$ cat src/rtl/cc_pkg.sv
// ============================================================================
// Module : cc_pkg
// Brief  : Shared cache-controller constants and types for the miss path.
// Rev    : 1.0
// ============================================================================
`default_nettype none

package cc_pkg;

    localparam int         CC_LINE_BEATS     = 8;
    localparam logic [3:0] CC_AXI_LEN        = 4'd7;
    localparam logic [2:0] CC_AXI_SIZE       = 3'd3;
    localparam logic [1:0] CC_AXI_BURST_WRAP = 2'b10;

    typedef enum logic [0:0] {
        IDLE   = 1'b0,
        AR_REQ = 1'b1
    } miss_req_state_t;

endpackage

`default_nettype wire

$ cat src/rtl/cc_outstanding_counter.sv
// ============================================================================
// Module : cc_outstanding_counter
// Brief  : Up/down count of line fills in flight with limit compare and
//          sticky underflow flag.
// Rev    : 1.0
// ============================================================================
`default_nettype none

module cc_outstanding_counter #(
    parameter int MAX_OUTSTANDING = 2
) (
    input  logic       clk,
    input  logic       rst,
    input  logic       i_inc,
    input  logic       i_dec,
    output logic [2:0] o_count,
    output logic       o_at_max,
    output logic       o_err
);

    localparam logic [2:0] c_MAX_CNT = 3'(MAX_OUTSTANDING);

    logic [2:0] r_count;
    logic       r_err;

    always_ff @(posedge clk) begin
        if (rst) begin
            r_count <= 3'd0;
            r_err   <= 1'b0;
        end else if (i_inc && !i_dec) begin
            r_count <= r_count + 3'd1;
        end else if (!i_inc && i_dec) begin
            // A completion with nothing in flight is a protocol error; hold at zero.
            if (r_count == 3'd0) begin
                r_err <= 1'b1;
            end else begin
                r_count <= r_count - 3'd1;
            end
        end
    end

    assign o_count  = r_count;
    assign o_at_max = (r_count >= c_MAX_CNT);
    assign o_err    = r_err;

endmodule

`default_nettype wire

$ cat src/rtl/cc_miss_req_unit.sv
// ============================================================================
// Module : cc_miss_req_unit
// Brief  : Accepts one cache miss at a time, pushes its address to the miss
//          address FIFO and issues a critical-word-first AXI WRAP line read.
// Rev    : 1.0
// ============================================================================
`default_nettype none

module cc_miss_req_unit
    import cc_pkg::*;
#(
    parameter int MAX_OUTSTANDING = 2
) (
    input  logic        clk,
    input  logic        rst,
    input  logic        miss_valid_i,
    input  logic [31:0] miss_addr_i,
    output logic        miss_ready_o,
    output logic        mem_arvalid_o,
    input  logic        mem_arready_i,
    output logic [31:0] mem_araddr_o,
    output logic [3:0]  mem_arlen_o,
    output logic [2:0]  mem_arsize_o,
    output logic [1:0]  mem_arburst_o,
    input  logic        mem_rvalid_i,
    input  logic        mem_rready_i,
    input  logic        mem_rlast_i,
    input  logic        miss_addr_fifo_full_i,
    output logic        miss_addr_fifo_wren_o,
    output logic [31:0] miss_addr_fifo_wdata_o,
    output logic        busy_o,
    output logic        err_o
);

    miss_req_state_t r_state;
    logic [31:0]     r_araddr;

    logic       w_accept;
    logic       w_push;
    logic       w_rlast;
    logic       w_at_max;
    logic [2:0] w_count;

    assign w_accept = (r_state == IDLE) && !miss_addr_fifo_full_i && !w_at_max;
    assign w_push   = w_accept && miss_valid_i;
    assign w_rlast  = mem_rvalid_i && mem_rready_i && mem_rlast_i;

    always_ff @(posedge clk) begin
        if (rst) begin
            r_state  <= IDLE;
            r_araddr <= 32'd0;
        end else begin
            case (r_state)
                IDLE: begin
                    if (w_push) begin
                        // Beat-aligned address lets the WRAP burst start at the critical word.
                        r_araddr <= {miss_addr_i[31:3], 3'b000};
                        r_state  <= AR_REQ;
                    end
                end
                AR_REQ: begin
                    if (mem_arready_i) begin
                        r_state <= IDLE;
                    end
                end
                default: r_state <= IDLE;
            endcase
        end
    end

    cc_outstanding_counter #(
        .MAX_OUTSTANDING (MAX_OUTSTANDING)
    ) u_outstanding (
        .clk      (clk),
        .rst      (rst),
        .i_inc    (w_push),
        .i_dec    (w_rlast),
        .o_count  (w_count),
        .o_at_max (w_at_max),
        .o_err    (err_o)
    );

    assign miss_ready_o           = w_accept;
    assign miss_addr_fifo_wren_o  = w_push;
    assign miss_addr_fifo_wdata_o = miss_addr_i;
    assign mem_arvalid_o          = (r_state == AR_REQ);
    assign mem_araddr_o           = r_araddr;
    assign mem_arlen_o            = CC_AXI_LEN;
    assign mem_arsize_o           = CC_AXI_SIZE;
    assign mem_arburst_o          = CC_AXI_BURST_WRAP;
    assign busy_o                 = (w_count != 3'd0) || (r_state == AR_REQ);

endmodule

`default_nettype wire
$ cat config.mk
export PLATFORM = sky130hd
export DESIGN_NAME = cc_miss_req_unit
export DESIGN_NICKNAME = d
export VERILOG_FILES = /design/src/rtl/cc_pkg.sv /design/src/rtl/cc_outstanding_counter.sv /design/src/rtl/cc_miss_req_unit.sv
export SDC_FILE = /design/constraint.sdc
export NUM_CORES = 1
export LEC_CHECK = 0
export BUFFER_PORTS_ARGS = -buffer_cell sky130_fd_sc_hd__buf_2
export CAP_MARGIN = 10
export CORE_MARGIN = 3
export CORE_UTILIZATION = 44
export CTS_CLUSTER_SIZE = 12
export DETAILED_ROUTE_END_ITERATION = 8
export MAX_ROUTING_LAYER = met4
export PLACE_DENSITY = 0.91
export REMOVE_ABC_BUFFERS = 1
export SLEW_MARGIN = 10
export SYNTH_ARGS = -nofsm -noshare
export SYNTH_HDL_FRONTEND = slang
export SYNTH_SLANG_ARGS = --single-unit
export TNS_END_PERCENT = 20
$ cat constraint.sdc
create_clock -name clk -period 2.98 [get_ports clk]
set_input_delay 0.745 -clock clk [delete_from_list [all_inputs] [get_ports clk]]
set_output_delay 0.745 -clock clk [all_outputs]
set_load 0.005 [all_outputs]
==> impl_results.md, run 1 <==
* Type of the worst min-delay path: reg2reg
* Kind of end point of the critical path: output pin
* Area grow syn2layout at 13.4%
* Hold buffer count at cts at 0
* Endpoints failing hold at 0
* Worst-Margin Slew at 754 ps
* DRC Markers at 0
* Pwr per Cell Area at 497 nW/µm²
* Worst path most repeated cell: buf_2
* Vias in the first global route at 1316
* Initial antenna violation count at 0
* Fillers at 422
* Fin util at 52.1%
* Buffers & Inverters on Critical Path at 4
* Register area share after synthesis at 33.5%
* Crit-path max FO at 30
* FP Rows at 24
* Largest net degree at the start of global routing at 64
* Synth Warn # at 0
* Final Cycle Share at 87.4%
* Yosys cell types at 27
* Crit path launch type: input pin
* Clk_lat worst skew at 280 ps
* Worst hold path depth at 2
* Wirelength, routed at 3890 µm
* Worst r2r path cells at 8
* Leakage power at 1.08 nW
* Die X at 73.9 µm
* Setup violators final at 0
* Layout cells sized above 1 at 53.7%
* Cell Area, Synth at 2030 µm²
* # diodes at 0
* Hold Path End: mem_araddr_o[28]$_SDFFE_PP0P_
* I/O pin cnt at 118
* Starting Density at 46.0%
* WP data arrival at 1860 ps
* Vias/cell at 4.95
* Multi-input logic area at 911 µm²
* RSZ-0062 raised after global routing: false
* Min Tclk post-route at 2600 ps
* CTS Root Cell: clkbuf_8
* Max Cap Viol at 0
* CTS Sinks at 34
* DR vias at 1584
* Crit Path Category: in2out
* Status: complete, no violations
* CP Cell Sequence: buf_2, nor4_4, nand2_4, clkinv_4, buf_4, buf_2
* Min-delay src: mem_araddr_o[28]$_SDFFE_PP0P_
* Delay-heaviest family, CP: buffers and inverters
* First-pass GRT wire length at 5780 µm
* CTS tree: yes
* Routed WL per cell at 12.2 µm
* Placer Congestion at 0.689
* Post-CTS Resized at 0
* Input/output buffers at 99
* Relative slew slack at 49.8%
* Worst vdd ir at 0.183 mV
* Worst Clk Skew at 3.19 ps
* Setup Fix Bufs, Post-CTS at 0
* Fin. max-slew vios at 0
* Total GRT Usage at 13.9%
* Commonest cells after routing, fill and taps aside: buf_2, dfxtp_1, nand2b_1
* Number of H-tree levels at 2
* FF-to-FF Start: u_outstanding.o_count[1]$_SDFFE_PP0P_
* Sequential cell area at 681 µm²
* Commonest non-fill, non-tap cell in the layout: buf_2
* CTS Buf Count at 5
* FMAX at 384 MHz
* Die area at 5460 µm²
* R2r setup slk at 680 ps
* Non-filler cells, final at 320
* ANT nets after route at 0
* Worst Path Required at 2240 ps
* Detailed Route Iter0 Violations at 52
* #FFs+latches synth at 34
* Placed cells at 312
* Core Footprint at 4410 µm²
* GRT overflow at 0
* Crit path largest cell delay at 410 ps
* Worst path slowest cell: buf_4
* Clock Path Buffers at 2
* Drt pass-1 iters at 4
* Die height at 73.9 µm
* Clock-pin slew on the worst setup and hold paths at 70 ps
* Nets at 310
* Reg2reg end: u_outstanding.o_count[1]$_SDFFE_PP0P_
* Synth Area per Inst at 9.80 µm²
* Syn Inst Count at 207
* Final HPWL DP at 2730 µm
[logic make-up (layout without fill, tap and decap cells)]
logic type | Yosys count | in the layout | share of synthesized area (%)
simple gates | 70 | 70 | 26.0
buf+inv | 62 | 113 | 23.4
fa+ha+maj | 3 | 3 | 2.22
other cells | 2 | 12 | 0.370
compound gates | 35 | 35 | 14.0
xor+xnor | 1 | 1 | 0.432
flops | 34 | 34 | 33.5
[worst min-delay path: stages (launching register included)]
cell and delay (ps):
dfxtp_1 310, nand2b_1 80, o21ai_2 50
[sequential cells by signal, indices dropped and copies added, names as in the netlist]
register,cells
mem_araddr_o,29
u_outstanding.o_count,3
mem_arvalid_o,1
u_outstanding.o_err,1
[cell usage after synthesis, drive strengths merged]
library cell  instances  area (µm²)
nor4                  2        27.5
nor2                  1        3.75
buf                  51         429
nand2                 3        18.8
xor2                  1        8.76
conb                  2        7.51
nand3                 1        5.00
or4                   2        16.3
or3                   1        6.26
inv                   2        7.51
fa                    1        20.0
nand4b               29         254
a21oi                 5        25.0
o21ai                30         259
clkbuf                8        30.0
nand2b               30         188
or3b                  1        8.76
dfxtp                34         681
ha                    2        25.0
clkinv                1        8.76
[area by class of cell]
class	instances	share of cell area, %
Tap cell	52	2.83
Timing Repair Buffer	102	22.5
Sequential cell	34	29.6
Multi-Input combinational cell	121	39.6
Inverter	3	0.707
Clock buffer	8	4.79
[worst max path at each step]
| stage | from | to | slack [ps] | depth (start not counted) |
|---|---|---|---|---|
| floorplan | miss_addr_fifo_full_i | u_outstanding.o_count[1]$_SDFFE_PP0P_ | -390 | 8 |
| global placement | miss_addr_fifo_full_i | miss_addr_fifo_wren_o | 370 | 6 |
| detailed placement | miss_addr_fifo_full_i | u_outstanding.o_count[2]$_SDFFE_PP0P_ | 340 | 10 |
| CTS | miss_addr_fifo_full_i | miss_addr_fifo_wren_o | 350 | 6 |
| global route | miss_addr_fifo_full_i | miss_addr_fifo_wren_o | 270 | 6 |
| finish | miss_addr_fifo_full_i | miss_addr_fifo_wren_o | 380 | 6 |
[report_power, final]
group | total, mW | leakage [nW] | switching (mW) | internal, mW
clock network | 0.393 | 0.0575 | 0.160 | 0.233
registers | 0.509 | 0.277 | 0.0215 | 0.487
logic | 0.241 | 0.746 | 0.131 | 0.110
[stage by stage]
step                      power, mW  cell area [µm²]  hold slack (ps)  TNS [ps]  setup WS [ps]
after floorplan               0.635             1610              460      -774           -389
after global placement        0.756             2190              448         0            367
after detailed placement      0.763             2190              462         0            338
after CTS                      1.16             2300              473         0            345
after global routing           1.21             2300              487         0            274
final                          1.14             2300              471         0            376
[metal layers]
metal | global-route usage (%) | share of wire, %
met1 | 15.7 | 41
met2 | 23.4 | 51
met3 | 2.46 | 7.2
met4 | 6.64 | 1.2
met5 | - | 0
Note: power is estimated with default switching activity, not from simulation.
==> run 2, diff against run 1 <==
Settings changed: CORE_UTILIZATION 44 to 43, SYNTH_HIERARCHICAL from default to 1.
==> impl_results.md, run 2 <==
* First-pass GRT wire length at 5870 µm
* Crit path largest cell delay at 360 ps
* FF-to-FF Start: u_outstanding/o_count[1]$_SDFFE_PP0P_
* Vias/cell at 4.51
* Worst vdd ir at 0.309 mV
* Clk_lat worst skew at 280 ps
* Final worst slack at 526 ps
* Crit Path Category: reg2out
* Crit path launch type: register
* Fin. max-slew vios at 0
* Register area share after synthesis at 35.2%
* Setup violators final at 0
* Leakage power at 1.12 nW
* Synth Flop Type: dfxtp_1
* #FFs+latches synth at 34
* Core Footprint at 4170 µm²
* CTS Sinks at 34
* Kind of end point of the critical path: output pin
* Synth Warn # at 6
* Starting Density at 46.3%
* Die area at 5340 µm²
* Placer Congestion at 0.715
* CTS Buf Count at 5
* I/O pin cnt at 118
* Final HPWL DP at 2810 µm
* Status: complete, no violations
* CP Cell Sequence: or2_2, nor4b_4, buf_4, buf_2
* Vias in the first global route at 1364
* FMAX at 408 MHz
* Commonest cells after routing, fill and taps aside: buf_2, nand2b_1, dfxtp_1
* Relative slew slack at 49.8%
* Wirelength, routed at 3670 µm
* Final Cell Area at 2270 µm²
* Initial antenna violation count at 0
* ANT nets after route at 0
* Most frequent cell after synthesis: nand2b_1
* Non-filler cells, final at 318
* Yosys top cell area share at 35.2%
* Leading area contributor after synthesis: dfxtp_1
* Pre-CTS setup slack at 315 ps
* CTS Root Cell: clkbuf_8
* Clock-pin slew on the worst setup and hold paths at 70 ps
* Top post-synthesis cells by count: nand2b_1, buf_4, dfxtp_1
* Pwr per Cell Area at 506 nW/µm²
* Syn Inst Count at 202
* Critical path launch point: u_outstanding/o_count[1]$_SDFFE_PP0P_
* Worst path slowest cell: dfxtp_1
* Area grow syn2layout at 17.2%
* Endpoints failing hold at 0
* Setup Fix Bufs, Post-CTS at 0
* Top cells by area, synth: dfxtp_1, nand2b_1, buf_4
* Max Cap Viol at 0
* Min-delay src: mem_araddr_o[11]$_SDFFE_PP0P_
* Cell Area, Synth at 1930 µm²
* Layout cells sized above 1 at 42.9%
* Largest net degree at the start of global routing at 64
* Drt pass-1 iters at 4
* R2r setup slk at 540 ps
* Total Power at 1.15 mW
* Post-CTS Resized at 0
* Nets at 310
* DP Area at 2160 µm²
* WP data arrival at 1710 ps
* FP Rows at 23
* Hold buffer count at cts at 0
* Post-synth ARST share at 0%
* GRT overflow at 0
* EDFF count, synth at 0
* DRC Markers at 0
* Die X at 73.1 µm
* Crit-path max FO at 16
* Worst Clk Skew at 7.39 ps
* Clock Path Buffers at 2
* Max reg flops at 29
* # diodes at 0
* Min Tclk post-route at 2450 ps
* Final Cycle Share at 82.3%
* Total GRT Usage at 14.4%
* Input/output buffers at 99
* Yosys cell types at 25
* DR vias at 1433
* Worst Path Required at 2240 ps
* Worst-Margin Slew at 753 ps
* RSZ-0062 raised after global routing: false
* Die height at 73.1 µm
* CTS tree: yes
* Placed cells at 310
* Type of the worst min-delay path: reg2reg
* Routed WL per cell at 11.5 µm
* Commonest non-fill, non-tap cell in the layout: buf_2
* Synth Area per Inst at 9.57 µm²
* Detailed Route Iter0 Violations at 43
* Number of H-tree levels at 2
* Setup_tns at 0 ps
==> run 2: layer usage <==
metal / global-route usage (%) / wire length, µm
met2: 24.5 / 1860
met5: - / 0
met1: 15.9 / 1460
met3: 4.55 / 331
met4: 4.30 / 19
==> run 2: cell type report <==
class                   instances  area (µm²)
fillers                       389        1910
multi-input cells             122         892
flip-flops and latches         34         681
repair buffers                101         510
clock buffers                   5        68.8
well taps                      50        62.6
clock inverters                 3        40.0
inverters                       3        11.3
==> run 2: worst paths after layout <==
check | end | depth (start not counted)
worst min-delay path | mem_araddr_o[11]$_SDFFE_PP0P_ | 2
worst max register to register | u_outstanding/o_count[2]$_SDFFE_PP0P_ | 8
worst min register to register | mem_araddr_o[11]$_SDFFE_PP0P_ | 2
worst max-delay path | miss_addr_fifo_wren_o | 4
==> run 2: kinds of logic (layout without fill, tap and decap cells) <==
group / Yosys count / after routing / share of synthesized area (%)
and+or+nand+nor: 71 / 71 / 24.2
buffers and inverters: 56 / 112 / 20.6
DFF: 34 / 34 / 35.2
muxes: 29 / 29 / 15.0
AOI/OAI and AO/OA: 6 / 6 / 1.81
adders and majority gates: 3 / 3 / 2.33
other: 2 / 12 / 0.388
xor gates and xnor gates: 1 / 1 / 0.453
==> run 2: worst max-delay path, delay by kind of cell, from the launching register on <==
family / cells / cell delay (ps)
flip-flops: 1 / 360
buffers and inverters: 2 / 490
AND/OR/NAND/NOR: 2 / 580
==> run 2: metrics by stage <==
| step | hold WS (ps) | utilization [%] |
|---|---|---|
| finish | 468 | 54.3 |
| CTS | 473 | 54.3 |
| detailed placement | 459 | 51.7 |
| floorplan | 460 | - |
| global placement | 447 | 51.7 |
| global route | 495 | 54.3 |
==> run 2: report_power, final <==
| group | switching, mW | internal (mW) | total [mW] | leakage [nW] |
|---|---|---|---|---|
| Clock | 0.166 | 0.246 | 0.412 | 0.0579 |
| Combinational | 0.105 | 0.121 | 0.226 | 0.786 |
| Sequential | 0.0215 | 0.488 | 0.509 | 0.277 |
| Total | 0.292 | 0.855 | 1.15 | 1.12 |
